===== src/rtl/intc_arb.sv =====
// Interrupt flag/mask registers with a single-request arbiter and CPU handshake.
// Optional build macro INTC_ROUND_ROBIN_EN selects round-robin instead of fixed priority.
module intc_arb #(
    parameter int         NSRC   = 8,
    parameter logic [7:0] A_IMSK = 8'h3b,
    parameter logic [7:0] A_IFLG = 8'h3c,
    parameter logic [7:0] A_IVEC = 8'h3d
) (
    input  logic            clk,
    input  logic            rst,
    input  logic            write,
    input  logic            read,
    input  logic [7:0]      addr,
    input  logic [7:0]      wdata,
    output logic [7:0]      rdata,
    input  logic [NSRC-1:0] irq_src,
    input  logic            status_reg_interrupt_enable,
    output logic            interrupt_request,
    output logic [2:0]      interrupt_vector,
    input  logic            interrupt_executed
);

    localparam logic [1:0] ST_IDLE = 2'd0;
    localparam logic [1:0] ST_REQ  = 2'd1;
    localparam logic [1:0] ST_ACK  = 2'd2;

    logic [1:0]      state_q, state_d;
    logic            irq_q, irq_d;
    logic [2:0]      vec_q, vec_d;
    logic [NSRC-1:0] imsk_q, imsk_d;
    logic [NSRC-1:0] iflg_q, iflg_d;

    logic [NSRC-1:0] pending;
    logic [NSRC-1:0] vec_onehot;
    logic            vec_pending;
    logic [2:0]      winner;
    logic            ack;

    assign interrupt_request = irq_q;
    assign interrupt_vector  = vec_q;

    assign pending     = iflg_q & imsk_q;
    assign vec_onehot  = {{(NSRC-1){1'b0}}, 1'b1} << vec_q;
    assign vec_pending = |(pending & vec_onehot);

`ifdef INTC_ROUND_ROBIN_EN
    logic [2:0] last_q, last_d;

    // Scan downward so the candidate closest after last_q is assigned last and wins.
    always_comb begin
        winner = '0;
        for (int k = NSRC; k >= 1; k--) begin
            if (pending[(int'(last_q) + k) % NSRC]) begin
                winner = 3'((int'(last_q) + k) % NSRC);
            end
        end
    end

    assign last_d = ack ? vec_q : last_q;
`else
    // NOTE: every combinational output gets a default first so no latch is inferred.
    always_comb begin
        winner = '0;
        for (int i = NSRC - 1; i >= 0; i--) begin
            if (pending[i]) begin
                winner = 3'(i);
            end
        end
    end
`endif

    always_comb begin
        state_d = state_q;
        irq_d   = irq_q;
        vec_d   = vec_q;
        ack     = 1'b0;
        case (state_q)
            ST_IDLE: begin
                if (status_reg_interrupt_enable && (|pending)) begin
                    state_d = ST_REQ;
                    irq_d   = 1'b1;
                    vec_d   = winner;
                end
            end
            ST_REQ: begin
                if (interrupt_executed) begin
                    ack     = 1'b1;
                    irq_d   = 1'b0;
                    state_d = ST_ACK;
                end else if (!status_reg_interrupt_enable || !vec_pending) begin
                    irq_d   = 1'b0;
                    state_d = ST_IDLE;
                end
            end
            ST_ACK: begin
                if (!interrupt_executed) begin
                    state_d = ST_IDLE;
                end
            end
            default: begin
                state_d = ST_IDLE;
                irq_d   = 1'b0;
            end
        endcase
    end

    // Clears are applied before sets so a same-cycle source pulse always survives.
    always_comb begin
        imsk_d = imsk_q;
        iflg_d = iflg_q;
        if (write && (addr == A_IMSK)) begin
            imsk_d = wdata[NSRC-1:0];
        end
        if (write && (addr == A_IFLG)) begin
            iflg_d = iflg_d & ~wdata[NSRC-1:0];
        end
        if (ack) begin
            iflg_d = iflg_d & ~vec_onehot;
        end
        iflg_d = iflg_d | irq_src;
    end

    always_comb begin
        rdata = 8'h00;
        if (read) begin
            if (addr == A_IMSK) begin
                rdata = 8'(imsk_q);
            end else if (addr == A_IFLG) begin
                rdata = 8'(iflg_q);
            end else if (addr == A_IVEC) begin
                rdata = {irq_q, state_q, 2'b00, vec_q};
            end
        end
    end

    // NOTE: sequential state uses non-blocking assignments so all registers update together.
    always_ff @(posedge clk) begin
        if (rst) begin
            state_q <= ST_IDLE;
            irq_q   <= 1'b0;
            vec_q   <= 3'd0;
            imsk_q  <= '0;
            iflg_q  <= '0;
`ifdef INTC_ROUND_ROBIN_EN
            last_q  <= 3'(NSRC - 1);
`endif
        end else begin
            state_q <= state_d;
            irq_q   <= irq_d;
            vec_q   <= vec_d;
            imsk_q  <= imsk_d;
            iflg_q  <= iflg_d;
`ifdef INTC_ROUND_ROBIN_EN
            last_q  <= last_d;
`endif
        end
    end

endmodule


===== config.mk =====
export PLATFORM = sky130hd
export DESIGN_NAME = intc_arb
export DESIGN_NICKNAME = d
export VERILOG_FILES = /design/src/rtl/intc_arb.sv
export SDC_FILE = /design/constraint.sdc
export NUM_CORES = 1
export LEC_CHECK = 0
export CAP_MARGIN = 20
export CORE_UTILIZATION = 35
export CTS_BUF_LIST = sky130_fd_sc_hd__clkbuf_2 sky130_fd_sc_hd__clkbuf_4 sky130_fd_sc_hd__clkbuf_8
export CTS_CLUSTER_DIAMETER = 80
export DETAILED_ROUTE_END_ITERATION = 16
export DONT_BUFFER_PORTS = 1
export SLEW_MARGIN = 20
export SYNTH_ARGS = -nofsm -noshare
export SYNTH_HDL_FRONTEND = slang
export SYNTH_SLANG_ARGS = --single-unit
export TNS_END_PERCENT = 20

===== constraint.sdc =====
create_clock -name clk -period 1.9 [get_ports clk]
set_clock_uncertainty 0.15 [all_clocks]
set_input_delay 0.38 -clock clk [delete_from_list [all_inputs] [get_ports clk]]
set_output_delay 0.38 -clock clk [all_outputs]
set_load 0.01 [all_outputs]

==> results.cfg <==
[die]
fp-row-count = 22
die_h_um = 65.1
ios = 42
die_x_um = 65.1
start_util_pct = 37.2
die-area_um2 = 4240
core_area_um2 = 3740

[routing]
drt_iter0_drc = 77
drt-pass1-iter-count = 5
wl_per_cell_um = 17.9
drtAntennaViolNets = 0
num_vias = 1288
drc = 0
viasPerCell = 6.02
wl_um = 3830

[logic_synthesis]
avgSynthCellArea_um2 = 8.66
netlist_instances = 161
yosysTopAreaCell = dfxtp_1
synth.area.top_cells = dfxtp_1, a21oi_1, nand2_1
syn_nets = 191
ys_types = 38
seq_area_frac_synth_pct = 31.6
ys_warn_count = 0
synth_seq_cells = 22
synth_area_um2 = 1390
synth_top_area_share_pct = 31.6

[cts]
clk_latency_ns = 0.26
ctsHtreeMaxLevel = 1
cts_tree = built
holdBufCountCts = 0
cts.sinks = 22
clk_pin_slew_worst_paths_ns = 0.08
cts_buffers = 3
cts_max_path_buffers = 2
clockRootBuffer = clkbuf_8

[global_route]
antenna_found_initial = 0
grt_pass1_vias = 1315
grt_usage_pct = 19.4
grt_pass1_wl_um = 6360
overflow = 0
grt_max_degree = 26

[timing]
postLayoutSetupSlackWorst_ns = 0.0293
min_period_ns = 1.87
tightest_slew_ns = 0.365
slew_violations = 0
max_freq_ghz = 0.535
tns_ns = 0
relSlewSlack_pct = 75.7
final-hold-violation-count = 0
period_share_pct = 98.5
setup_violations = 0

[layout]
syn_to_final_growth_pct = 12.8
n_antenna_cell = 0
fin_util_pct = 42.0
final_nets = 197
mostFrequentLayoutCells = dfxtp_1, nand2_1, a21oi_1, a22oi_1
final_common_cell = dfxtp_1
drive_gt1_share_pct = 21.7

[power]
swShare_pct = 20.1
clkPwrFrac_pct = 44.1
fin_total_pwr_mw = 0.993
p_int_mw = 0.794
p_leak_nw = 0.518
p_per_area_nw_per_um2 = 632
power.share.sequential_pct = 49.5
power.share.combinational_pct = 6.4
ir_worst_vdd_mv = 0.393
p_switching_mw = 0.200

[setup_path]
path_class = input pin to output pin
critPathArrivalTime_ns = 1.34
start_kind = input pin
required_ns = 1.37
end_kind = output pin
crit_fanout = 6

[placed_design]
dp_worst_setup_slack_ns = -0.00372
place_congestion = 0.848
port_buffers = 0
dpl.hpwl_um = 3010

[job]
cap_violations = 0

[status]
status = finished clean

[worst_hold_path]
min_path_type = input pin to flip-flop
area by class of cell:
type / instances / area, um^2
Clock buffer: 3 / 41.3
Fill cell: 376 / 2170
Clock inverter: 1 / 30.0
Multi-Input combinational cell: 128 / 922
Timing Repair Buffer: 9 / 67.6
Inverter: 3 / 11.3
Tap cell: 48 / 60.1
Sequential cell: 22 / 440
power groups by stage:
stage               sequential [mW]  clock (mW)  combinational [mW]
floorplan                     0.494           0              0.0644
finish                        0.492       0.438              0.0638
global route                  0.494       0.466              0.0690
detailed placement            0.502           0              0.0618
global placement              0.502           0              0.0600
CTS                           0.491       0.447              0.0621
sequential cells by signal, indices dropped and copies added, names as in the netlist:
name	cells
iflg_q	8
imsk_q	8
interrupt_request	1
interrupt_vector	3
state_q	2
layer usage:
layer,wire [um],track usage [%]
met1,1700,25.9
met2,1690,28.8
met3,375,7.12
met4,65,6.52
met5,0,0
worst paths after layout:
kind	endpoint	slack (ns)	startpoint	depth (start not counted)
worst max register to register	interrupt_request	0.24	interrupt_vector[2]	3
worst min-delay path	interrupt_vector[2]	0.03	rst	1
worst min register to register	imsk_q[2]	0.35	imsk_q[2]	2
worst max-delay path	rdata[6]	0.03	addr[6]	5
critical path: stages:
cell and delay (ns):
nand4bb_4 0.25, nor3_4 0.23, buf_4 0.18, a22oi_1 0.08, nor2b_1 0.22
logic make-up after synthesis:
logic type / Yosys count / share of synthesized area (%)
and+or+nand+nor: 61 / 26.9
AOI/OAI and AO/OA: 58 / 28.9
xor gates and xnor gates: 1 / 0.628
DFF: 22 / 31.6
buffers and inverters: 11 / 3.86
muxes: 8 / 8.08
per-stage QoR:
| stage | std cells | hold WS (ns) | instance area, um^2 |
|---|---|---|---|
| after floorplan | 161 | 0.312 | 1400 |
| after global placement | 208 | 0.303 | 1470 |
| after detailed placement | 208 | 0.304 | 1470 |
| after CTS | 212 | 0.0178 | 1540 |
| after global routing | 214 | 0.0201 | 1570 |
| final | 214 | 0.0283 | 1570 |
Yosys cell counts (all sizes together):
| master | count |
|---|---|
| or4 | 1 |
| or2 | 1 |
| nand4b | 1 |
| nor3b | 1 |
| mux2 | 6 |
| nand3b | 3 |
| a32o | 2 |
| or3b | 1 |
| nor2 | 1 |
| o22a | 1 |
| dfxtp | 22 |
| clkbuf | 4 |
| a32oi | 2 |
| nand4bb | 2 |
| xnor2 | 1 |
| a41o | 1 |
| o32ai | 2 |
| nor4 | 1 |
| a21oi | 19 |
| nand2b | 6 |
| inv | 3 |
| nor3 | 2 |
| o31ai | 3 |
| nand4 | 1 |
| mux4 | 2 |
| a211oi | 2 |
| nand3 | 9 |
| buf | 4 |
| a22oi | 10 |
| nor2b | 10 |
| o21ba | 8 |
| o21ai | 7 |
| nand2 | 21 |
| a31oi | 1 |
timing repair:
| item | 4_1_cts | 5_1_grt |
|---|---|---|
| setup endpoints to repair | 2 | 8 |
| gates resized for setup | 1 | 4 |
| buffers inserted | 0 | 2 |
| pin swaps | 0 | 1 |
No activity file was read; power rests on OpenSTA's default activity.
